$ cat src/rtl/breath_pwm_multi.sv
// Multi-channel breathing-LED controller: one shared PWM counter and step prescaler
// drive CH channels, each in OFF, ON, BREATHE (triangle ramp) or BLINK mode.
module breath_pwm_multi #(
    parameter int CH       = 4,
    parameter int PWM_W    = 8,
    parameter int STEP_DIV = 1024
) (
    input  logic            clk,
    input  logic            rstn,
    input  logic            en,
    input  logic            sync,
    input  logic [2*CH-1:0] mode,
    output logic [CH-1:0]   pwm,
    output logic            step_tick
);

    localparam int SW = (STEP_DIV > 1) ? $clog2(STEP_DIV) : 1;
    localparam logic [PWM_W-1:0] MAX       = '1;
    localparam logic [PWM_W:0]   FULL      = {1'b1, {PWM_W{1'b0}}};
    localparam logic [SW-1:0]    STEP_LAST = SW'(STEP_DIV - 1);

    typedef enum logic [1:0] {
        MODE_OFF     = 2'b00,
        MODE_ON      = 2'b01,
        MODE_BREATHE = 2'b10,
        MODE_BLINK   = 2'b11
    } mode_t;

    logic [PWM_W-1:0] pwm_cnt;
    logic [SW-1:0]    step_cnt;
    logic             wrap;
    logic             tick;

    assign wrap = en && (pwm_cnt == MAX);
    assign tick = wrap && (step_cnt == STEP_LAST);

    // Shared timebase; wrap and tick already include en, so en=0 freezes everything.
    always_ff @(posedge clk or negedge rstn) begin
        if (!rstn) begin
            pwm_cnt   <= '0;
            step_cnt  <= '0;
            step_tick <= 1'b0;
        end else if (sync) begin
            pwm_cnt   <= '0;
            step_cnt  <= '0;
            step_tick <= 1'b0;
        end else begin
            step_tick <= tick;
            if (en) begin
                pwm_cnt <= pwm_cnt + 1'b1;
            end
            if (wrap) begin
                step_cnt <= tick ? '0 : step_cnt + 1'b1;
            end
        end
    end

    for (genvar i = 0; i < CH; i++) begin : g_ch
        localparam logic [PWM_W-1:0] LVL_INIT = PWM_W'((i * (2 ** PWM_W)) / CH);

        mode_t            ch_mode;
        logic [PWM_W-1:0] lvl;
        logic [PWM_W-1:0] lvl_nxt;
        logic             dir;
        logic             dir_nxt;
        logic [PWM_W:0]   duty_q;
        logic [PWM_W:0]   duty_nxt;
        logic             pwm_q;

        assign ch_mode = mode_t'(mode[2*i +: 2]);
        assign pwm[i]  = pwm_q;

        // Triangle ramp; each end dwells for one step while the direction flips.
        always_comb begin
            lvl_nxt = lvl;
            dir_nxt = dir;
            if (dir) begin
                if (lvl == MAX) begin
                    dir_nxt = 1'b0;
                end else begin
                    lvl_nxt = lvl + 1'b1;
                end
            end else begin
                if (lvl == '0) begin
                    dir_nxt = 1'b1;
                end else begin
                    lvl_nxt = lvl - 1'b1;
                end
            end
        end

        always_comb begin
            duty_nxt = '0;
            case (ch_mode)
                MODE_OFF:     duty_nxt = '0;
                MODE_ON:      duty_nxt = FULL;
                MODE_BREATHE: duty_nxt = {1'b0, lvl};
                MODE_BLINK:   duty_nxt = dir ? FULL : '0;
            endcase
        end

        // Duty is only reloaded at a period boundary so a period is never cut short.
        always_ff @(posedge clk or negedge rstn) begin
            if (!rstn) begin
                lvl    <= LVL_INIT;
                dir    <= 1'b1;
                duty_q <= '0;
                pwm_q  <= 1'b0;
            end else if (sync) begin
                lvl    <= LVL_INIT;
                dir    <= 1'b1;
                duty_q <= '0;
                pwm_q  <= 1'b0;
            end else begin
                if (tick) begin
                    lvl <= lvl_nxt;
                    dir <= dir_nxt;
                end
                if (wrap) begin
                    duty_q <= duty_nxt;
                end
                pwm_q <= en && ({1'b0, pwm_cnt} < duty_q);
            end
        end
    end

endmodule

$ cat config.mk
export PLATFORM = sky130hd
export DESIGN_NAME = breath_pwm_multi
export DESIGN_NICKNAME = d
export VERILOG_FILES = /design/src/rtl/breath_pwm_multi.sv
export SDC_FILE = /design/constraint.sdc
export NUM_CORES = 1
export LEC_CHECK = 0
export CORE_MARGIN = 1
export CORE_UTILIZATION = 49
export DETAILED_ROUTE_END_ITERATION = 10
export GPL_ROUTABILITY_DRIVEN = 0
export GPL_TIMING_DRIVEN = 0
export PLACE_DENSITY_LB_ADDON = 0.3
export SLEW_MARGIN = 30
export SYNTH_ARGS = -nofsm -noshare
export SYNTH_HDL_FRONTEND = slang
export SYNTH_SLANG_ARGS = --single-unit
$ cat constraint.sdc
create_clock -name clk -period 6.9 [get_ports clk]
set_input_delay 0.69 -clock clk [delete_from_list [all_inputs] [get_ports clk]]
set_output_delay 0.69 -clock clk [all_outputs]
set_load 0.01 [all_outputs]
==> metrics.txt, run 1 <==
run status completed; Netlist cell types 52; sequential fraction of the synthesis area between 30 and 40%; ys async rst share between 90% and 100%; max-cap violations 0; clk buf depth 2; # diodes 0; die height roughly 110 um; area of the mapped netlist ~6000 um2; Area contributors post-synth dfrtp_1 36%, ha_1 11%, a21oi_1 6.2%; Hold-fix buffers, CTS 0; final instance area 6780 um2; VDD IR max between 90 and 100 uV; Crit Path Category reg2reg; TNS Setup 0 ns; post-placement cell area around 6500 um2; Worst setup EP type register; most frequent cells in the layout 87 x dfrtp_1, 76 x a21oi_1, 71 x nand2_1; HPWL after DPL 10.9 mm; number of DRC markers in iteration 0 320; switching power 0.269 mW; CTS buffer count 9; Fin. Hold Viols 0; Area Overhead vs Synth 10.8%; DRT Wirelength ~15 mm; First-pass DRT Iterations 5; EDFF count, synth 0; Synth Register Bits 95; initial antenna violation count 0; CP Data Required Time between 7 and 8 ns; Syn Nets roughly 760; cells after synthesis 685; gr usage total between 20% and 30%; period utilisation layout 40.1%; Die W around 110 um; Setup Skew about 0.0098 ns; vias in the first global route slightly above 5000; clock share of power approximately 44%; pin count of the biggest net entering global routing 52; multi-input logic area approximately 3400 um2; design internal power 0.827 mW; Slew Limit Fails 0; RSZ-0062 raised after global routing false; Final nets ~800; share of cells above drive strength 1 about 6.7%; commonest non-fill, non-tap cell in the layout dfrtp_1; DRC 0; core area approximately 12000 um2; global-route wire length before repair 25.2 mm; CTS sink cnt 95; CP Launch Type register; Row Count 40; Clk Latency, worst-skew pair between 0.3 and 0.4 ns; CP arrival 3.00 ns; Synth area leader dfrtp_1; I/O pins 17; Root Buffer clkbuf_16; GR Overflow Total 0; leakage between 2 and 3 nW; fmax around 360 MHz; critical path fanouts, max 9; power share of the combinational group under 10%; # setup viols final 0; CTS tree built; Synthesis Warnings 0; Slew headroom between 50% and 60%; Post-CTS Resized 0; die area 12900 um2; synthesized area per cell slightly below 9 um2; total setup buffers inserted after CTS 0; Worst Tran Pin Value 0.673 ns; HP Class in2async; post-synth top area share between 30% and 40%; Vias/cell between 5 and 6; Reg area 2390 um2; Net Sw Frac between 20% and 30%; Port Buffers 14; P per Cell Area about 160 nW/um2; Avg WL per Cell 16.8 um; Min Clock Period, post-route approximately 2.8 ns; DRT antenna net count 0; H-tree depth 3; vias after detailed routing a little over 5000; sequential power share 51.2%; top_reg_cell synth dfrtp_1; # fillers ~1100; initial core utilization between 50% and 60%; Reg clk slew, reported paths around 0.070 ns
through the flow:
step / total power, mW / utilization (%) / setup WS (ns) / std cells / hold slack, ns
6_report: 1.10 / 56.0 / 4.14 / 884 / 0.290
3_3_place_gp: 0.626 / 53.4 / 1.61 / 867 / 0.481
5_1_grt: 1.13 / 56.0 / 3.97 / 884 / 0.327
3_5_place_dp: 0.629 / 53.6 / 4.10 / 868 / 0.503
2_1_floorplan: 0.597 / - / 4.58 / 685 / 0.394
4_1_cts: 1.11 / 56.0 / 4.10 / 884 / 0.305
synth_stat cells (2+ instances only):
cell	n
a211oi_1	3
or2_2	3
nor2b_1	12
buf_4	5
dfrtp_1	87
nand2_1	71
nand3_1	49
xnor2_1	21
o211ai_1	6
nand3_2	2
buf_2	2
ha_1	54
nand4_1	15
xor2_1	13
a211o_1	7
nand2b_1	6
a2111oi_0	6
nor4_1	6
or3_1	5
mux2i_1	17
nor3_1	13
a21oi_1	76
a21o_1	10
o31a_1	2
fa_1	4
a221o_1	2
nand3b_1	2
and3_1	6
dfstp_2	8
o21ai_0	23
nor2_1	53
o21a_1	4
clkbuf_1	23
o21bai_1	4
inv_1	48
worst paths after layout:
path                                                from                          to  slack, ns  cells past startpoint
setup / recovery                  pwm_cnt[1]$_DFFE_PN0P_  g_ch[0].lvl[7]$_DFFE_PN0P_       4.14                      7
hold / removal                                      rstn     g_ch[0].pwm_q$_DFF_PN0_       0.29                      1
setup reg to reg                  pwm_cnt[1]$_DFFE_PN0P_  g_ch[0].lvl[7]$_DFFE_PN0P_       4.14                      7
hold reg to reg            g_ch[3].duty_q[8]$_DFFE_PN0P_     g_ch[3].pwm_q$_DFF_PN0_       0.52                      1
max in group asynchronous                           rstn  g_ch[3].lvl[6]$_DFFE_PN1P_       5.96                      2
min in group clk           g_ch[3].duty_q[8]$_DFFE_PN0P_     g_ch[3].pwm_q$_DFF_PN0_       0.52                      1
power groups by stage:
stage,Sequential (mW),Combinational (mW),Clock [mW]
after global placement,0.572,0.0536,0
after floorplan,0.571,0.0255,0
after detailed placement,0.572,0.0568,0
final,0.561,0.0565,0.478
after global routing,0.561,0.0627,0.511
after CTS,0.561,0.0573,0.487
cell families (layout without fill, tap and decap cells):
kind of cell / Yosys count / after routing / share of synthesized area [%]
xor+xnor: 34 / 34 / 4.87
compound gates: 149 / 149 / 15.0
flops: 95 / 95 / 39.0
buf+inv: 80 / 111 / 5.38
simple gates: 251 / 251 / 20.4
fa+ha+maj: 58 / 58 / 12.4
mux: 18 / 18 / 3.03
layout make-up:
type	count	area share, %
plain buffers	32	2.20
clock inverters	7	0.831
repair buffers	15	2.49
clock buffers	9	3.32
inverters	48	2.66
multi-input cells	510	50.2
well taps	168	3.10
flip-flops and latches	95	35.2
sequential cells by signal, indices dropped and copies added (netlist names):
register,cells
step_tick,1
g_ch.duty_q,36
g_ch.pwm_q,4
g_ch.dir,4
pwm_cnt,8
step_cnt,10
g_ch.lvl,32
layer usage:
metal / vias to the layer above / routed length [um] / GRT usage (%)
met3: 34 / 786 / 4.73
met1: 2449 / 6420 / 32.0
li1: 2450 / - / -
met4: 0 / 431 / 10.4
met2: 132 / 7170 / 41.4
met5: - / 0 / 0
worst max-delay path, cell delays in order, from the launching register on:
cell and delay (ns):
dfrtp_1 0.59, ha_1 0.32, nand4_2 0.23, nor3_4 0.36
nand3_2 0.18, a211oi_4 0.52, o21ai_2 0.13, mux2_4 0.32
No activity file was read; power rests on OpenSTA's default activity.
==> run 2: changes to the inputs <==
==> constraint.sdc (replaced) <==
create_clock -name clk -period 2.5 [get_ports clk]
set_input_delay 0.25 -clock clk [delete_from_list [all_inputs] [get_ports clk]]
set_output_delay 0.25 -clock clk [all_outputs]
set_load 0.01 [all_outputs]
==> metrics.txt, run 2 (synthesis gave the netlist of run 1 again) <==
run status completed; global-route wire length before repair 25.2 mm (about the same); # diodes 0 (unchanged); DRT antenna net count 0 (unchanged); leakage 2.95 nW (+0.76%); sequential power share 51.1% (about the same); vias after detailed routing 5103 (+0.75%); # setup viols final 0 (unchanged); vias in the first global route 5088 (+0.12%); max-cap violations 0 (unchanged); Final nets 792 (+1.4%); core area 12100 um2 (unchanged); initial core utilization 50.5% (unchanged); met3 Track Usage GR 4.73% (unchanged); CP Launch Type register; top flop regs g_ch.duty_q: 36 flops, g_ch.lvl: 32 flops, step_cnt: 10 flops; Worst R2R Path Depth 8 (+1); CTS sink cnt 95 (unchanged); die height 114 um (unchanged); Slew Limit Fails 0 (unchanged); share of cells above drive strength 1 9.63% (+2.9 points); period utilisation layout 99.4% (+59 points); GR peak layer met2; Reg clk slew, reported paths 0.07 ns (about the same); commonest non-fill, non-tap cell in the layout dfrtp_1; max reg flops 36 (unchanged); Setup Skew 0.00911 ns (-0.000710 ns); I/O pins 17 (unchanged); critical path fanouts, max 7 (-2); switching power 0.740 mW (+170%); Row Count 40 (unchanged); Finished Layout Cells 895 (+1.2%); Clk Latency, worst-skew pair 0.34 ns (about the same); fmax 402 MHz (+11%); Crit Path Category reg2reg; Port Buffers 14 (unchanged); Worst Tran Pin Value 0.668 ns (-0.00416 ns); worst r2r dst g_ch[0].lvl[7]$_DFFE_PN0P_; Die W 114 um (unchanged); R2R Path Start g_ch[0].dir$_DFFE_PN1P_; Reg with most FFs g_ch.duty_q; gr usage total 24.9% (unchanged); VDD IR max 261 uV (+170%); Slew headroom 55.4% (+0.28 points); HP Class in2reg; die area 12900 um2 (unchanged); Fin. Hold Viols 0 (unchanged); WHS Path Cells 3; DRT Wirelength 15.0 mm (+1.4%); GR Overflow Total 0 (unchanged); Root Buffer clkbuf_16; clock share of power 43.5% (about the same); Hold Path End pwm_cnt[0]$_DFFE_PN0P_; HPWL after DPL 10.9 mm (unchanged); Area Overhead vs Synth 13.0%; DP Cell Count 868 (unchanged); First-pass DRT Iterations 5 (unchanged); RSZ-0062 raised after global routing true; pin count of the biggest net entering global routing 52 (unchanged); most frequent cells in the layout 84 x dfrtp_1, 76 x a21oi_1, 71 x nand2_1; CP Data Required Time 2.73 ns (-4.40 ns); power share of the combinational group 5.4% (+0.2 points); Min Clock Period, post-route 2.49 ns (-0.278 ns); P per Cell Area 438 nW/um2 (+170%); H-tree depth 3 (unchanged); clk buf depth 2 (unchanged); CTS tree built; DRC 0 (unchanged); Reg2Reg Setup Slack 0.01 ns (-4.12 ns); number of DRC markers in iteration 0 377 (+18%); design internal power 2.28 mW (+180%); initial antenna violation count 0 (unchanged); Net Sw Frac 24.5% (-0.11 points); Avg WL per Cell 16.8 um (+0.10%); CP arrival 2.71 ns (-0.29 ns); Vias/cell 5.70 (-0.49%); met1 Usage GRT 32.1% (+0.10 points); Hold Startpoint en; met2 GRT Util 41.3% (-0.081 points); WHS 0.220 ns (-0.0697 ns); Worst setup EP type register; CTS buffer count 9 (unchanged)
[run 2: critical path: stages, from the launching register on]
cell	delay (ns)
dfstp_2	0.61
clkinvlp_4	0.19
ha_1	0.36
o21ai_0	0.25
nor3_1	0.09
o21ai_0	0.26
a21oi_1	0.13
o21ai_2	0.18
mux2_4	0.31
[run 2: layer usage]
layer / routed length [um] / vias up / share of wire [%]
li1: - / 2470 / -
met1: 6450 / 2460 / 43
met2: 7380 / 143 / 49
met3: 776 / 30 / 5.2
met4: 394 / 0 / 2.6
met5: 0 / - / 0
[run 2: layout make-up]
cell class	instances	area, um2
fillers	1113	5200
multi-input cells	510	3430
flip-flops and latches	95	2390
repair buffers	26	254
clock buffers	9	225
well taps	168	210
inverters	48	191
plain buffers	32	150
clock inverters	7	56.3
[run 2: worst max-delay path by stage]
stage	endpoint	from	cells past startpoint
2_1_floorplan	g_ch[0].lvl[7]$_DFFE_PN0P_	pwm_cnt[1]$_DFFE_PN0P_	7
3_3_place_gp	g_ch[1].lvl[4]$_DFFE_PN0P_	rstn	1
3_5_place_dp	g_ch[0].lvl[7]$_DFFE_PN0P_	pwm_cnt[1]$_DFFE_PN0P_	7
4_1_cts	g_ch[1].lvl[7]$_DFFE_PN0P_	g_ch[1].dir$_DFFE_PN1P_	8
5_1_grt	g_ch[0].lvl[7]$_DFFE_PN0P_	g_ch[0].dir$_DFFE_PN1P_	8
6_report	g_ch[0].lvl[7]$_DFFE_PN0P_	g_ch[0].dir$_DFFE_PN1P_	8
[run 2: what timing repair did]
item | 4_1_cts | 5_1_grt
gates resized for setup | 1 | 14
hold buffers | 1 | 0
pin swaps | 2 | 0
endpoints found under the setup margin | 35 | 21
hold endpoints to repair | 48 | 0
buffers inserted | 3 | 7
[run 2: power by group through the flow]
stage / clock network, mW / logic (mW) / registers, mW
6_report: 1.32 / 0.164 / 1.55
5_1_grt: 1.41 / 0.181 / 1.55
4_1_cts: 1.35 / 0.166 / 1.55
3_5_place_dp: 0 / 0.157 / 1.58
3_3_place_gp: 0 / 0.148 / 1.58
2_1_floorplan: 0 / 0.0703 / 1.58
[run 2: through the flow]
step | setup WS, ns | area, um2 | setup TNS (ns) | total power [mW] | util, %
after floorplan | 0.288 | 6120 | 0 | 1.65 | -
after global placement | -2.35 | 6470 | -214.98 | 1.73 | 53.4
after detailed placement | -0.297 | 6500 | -2.68 | 1.74 | 53.6
after CTS | 0.0247 | 6810 | 0 | 3.06 | 56.3
after global routing | -0.108 | 6910 | -0.115 | 3.14 | 57.1
final | 0.0144 | 6910 | 0 | 3.03 | 57.1
==> run 3: changes to the inputs <==
--- a/config.mk
+++ b/config.mk
@@ -6,7 +6,7 @@
 export NUM_CORES = 1
 export LEC_CHECK = 0
 export CORE_MARGIN = 1
-export CORE_UTILIZATION = 49
+export CORE_UTILIZATION = 57
 export DETAILED_ROUTE_END_ITERATION = 10
 export GPL_ROUTABILITY_DRIVEN = 0
 export GPL_TIMING_DRIVEN = 0
==> metrics.txt, run 3 (synthesis gave the netlist of run 1 again) <==
Finished Layout Cells 868 (-3.0%); Root Buffer clkbuf_8; Worst R2R Path Depth 8 (unchanged); Slew headroom 55.9% (+0.41 points); VDD IR max 217 uV (-17%); CP max-delay cell dfstp_2; DP Worst Slack -0.267 ns (+0.0294 ns); Slew Limit Fails 0 (unchanged); sequential power share 59.0% (+7.9 points); period utilisation layout 95.7% (-3.7 points); Critical Path Source g_ch[0].dir$_DFFE_PN1P_; global-route wire length before repair 23.3 mm (-7.4%); Area Overhead vs Synth 11.8%; clk buf depth 2 (unchanged); CTS buffer count 9 (unchanged); design internal power 1.95 mW (-14%); Vias/cell 5.85 (+2.6%); Setup Skew 0.0127 ns (+0.00361 ns); Net Sw Frac 25.5% (+0.99 points); termination of the worst setup path g_ch[0].lvl[7]$_DFFE_PN0P_; pin count of the biggest net entering global routing 51 (-1.9%); First-pass DRT Iterations 5 (unchanged); most frequent cells in the layout 82 x dfrtp_1, 76 x a21oi_1, 71 x nand2_1; top flop regs g_ch.duty_q: 36 flops, g_ch.lvl: 32 flops, step_cnt: 10 flops; Clk Latency, worst-skew pair 0.38 ns (+0.04 ns); fmax 418 MHz (+3.8%); HP Class in2reg; commonest non-fill, non-tap cell in the layout dfrtp_1; Port Buffers 14 (unchanged); vias after detailed routing 5080 (-0.45%); Avg WL per Cell 16.7 um (-0.35%); DRC 0 (unchanged); Crit Path Category reg2reg; initial core utilization 59.0% (+8.5 points); I/O pins 17 (unchanged); # setup viols final 0 (unchanged); DRT antenna net count 0 (unchanged); met1 Usage GRT 35.9% (+3.9 points); Worst setup EP type register; met2 GRT Util 43.6% (+2.2 points); CP Data Required Time 2.77 ns (+0.04 ns); GR peak layer met2; critical path fanouts, max 6 (-1); Worst Tran Pin Value 0.662 ns (-0.00615 ns); worst r2r dst g_ch[0].lvl[7]$_DFFE_PN0P_; clock share of power 34.9% (-8.6 points); H-tree depth 3 (unchanged); run status completed; CP Cell Sequence clkinvlp_4, ha_1, a211oi_2, nor3_1, o21ai_1, a21oi_1, o21ai_2, mux2_4; share of cells above drive strength 1 10.7% (+1.0 points); Min Clock Period, post-route 2.39 ns (-0.0919 ns); max-cap violations 0 (unchanged); Row Count 37 (-7.5%); HPWL after DPL 10.4 mm (-4.4%); Reg2Reg Setup Slack 0.11 ns (+0.09 ns); CP Launch Type register; Reg clk slew, reported paths 0.09 ns (+0.02 ns); TNS Setup 0 ns (unchanged); Fin. Hold Viols 0 (unchanged); P per Cell Area 383 nW/um2 (-12%); multi-input logic area 3480 um2 (+1.3%); Reg area 2390 um2 (+0.10%); max reg flops 36 (unchanged); switching power 0.667 mW (-9.9%); number of DRC markers in iteration 0 285 (-24%); CTS sink cnt 95 (unchanged); GR Overflow Total 0 (unchanged); die area 11200 um2 (-14%); Final nets 797 (+0.63%); CP arrival 2.66 ns (-0.05 ns); met3 Track Usage GR 3.77% (-0.96 points); # fillers 873 (-22%); Die W 106 um (-7.2%); vias in the first global route 4859 (-4.5%); power share of the combinational group 6.1% (+0.7 points); RSZ-0062 raised after global routing true; leakage 2.90 nW (-1.5%); core area 10400 um2 (-14%); initial antenna violation count 0 (unchanged); Worst Setup Slack, final 0.106 ns (+0.0919 ns); CTS tree built; CP peak stage delay 0.61 ns (about the same); gr usage total 26.8% (+1.8 points); # diodes 0 (unchanged); R2R Path Start g_ch[0].dir$_DFFE_PN1P_; DP Cell Count 836 (-3.7%); die height 106 um (-7.2%); DRT Wirelength 14.5 mm (-3.4%); Reg with most FFs g_ch.duty_q
-- run 3: cell count changes in the layout (fill, tap and decap cells not counted), sizes merged --
| cell | previous run | this run |
|---|---|---|
| buf | 21 | 26 |
| clkinvlp | 4 | 6 |
| clkbuf | 32 | 33 |
| inv | 48 | 45 |
-- run 3: power groups by stage --
stage / combinational [mW] / clock, mW / sequential, mW
after floorplan: 0.0703 / 0 / 1.58
after CTS: 0.157 / 0.917 / 1.55
after detailed placement: 0.155 / 0 / 1.58
final: 0.161 / 0.915 / 1.55
after global placement: 0.145 / 0 / 1.58
after global routing: 0.179 / 0.981 / 1.55
-- run 3: worst min path at each step --
stage	slack (ns)	depth (start not counted)	endpoint	from
6_report	0.18	3	pwm_cnt[0]$_DFFE_PN0P_	en
5_1_grt	0.19	3	pwm_cnt[0]$_DFFE_PN0P_	en
4_1_cts	0.18	3	pwm_cnt[0]$_DFFE_PN0P_	en
3_5_place_dp	0.22	1	g_ch[2].lvl[3]$_DFFE_PN0P_	rstn
3_3_place_gp	0.49	1	g_ch[3].pwm_q$_DFF_PN0_	g_ch[3].duty_q[8]$_DFFE_PN0P_
2_1_floorplan	-0.05	0	g_ch[0].duty_q[0]$_DFFE_PN0P_	rstn
-- run 3: area by class of cell --
class,instances,share of cell area [%]
clock buffer,10,1.87
sequential,95,35.0
timing repair buffer,31,4.26
inverter,48,2.80
buffer,32,2.18
clock inverter,6,0.549
tap,136,2.49
multi-input combinational,510,50.9
-- run 3: critical path, delay by kind of cell, from the launching register on --
family | cells | cell delay [ns]
AND/OR/NAND/NOR | 1 | 0.10
buffers and inverters | 1 | 0.19
adder cells (fa/ha/maj) | 1 | 0.35
multiplexers | 1 | 0.31
AO/OA/AOI/OAI | 4 | 0.72
flip-flops | 1 | 0.61
-- run 3: stage by stage --
| step | instance area (um2) | util [%] | hold slack, ns | power [mW] |
|---|---|---|---|---|
| CTS | 6660 | 64.2 | 0.175 | 2.62 |
| finish | 6840 | 66.0 | 0.175 | 2.62 |
| detailed placement | 6460 | 62.3 | 0.220 | 1.73 |
| global placement | 6430 | 62.0 | 0.492 | 1.72 |
| floorplan | 6120 | - | -0.0456 | 1.65 |
| global route | 6840 | 66.0 | 0.190 | 2.71 |
-- run 3: layer usage --
layer | vias to the layer above | part of all wire [%]
met1 | 2462 | 47
met2 | 98 | 48
li1 | 2491 | -
met3 | 29 | 3.3
met4 | 0 | 2.6
met5 | - | 0
-- run 3: repair_timing --
item / in CTS / in global routing
buffers inserted: 2 / 13
gates resized for setup: 2 / 19
hold endpoints to repair: 43 / 0
setup endpoints to repair: 29 / 28
hold buffers: 1 / 0
pin swaps: 2 / 0
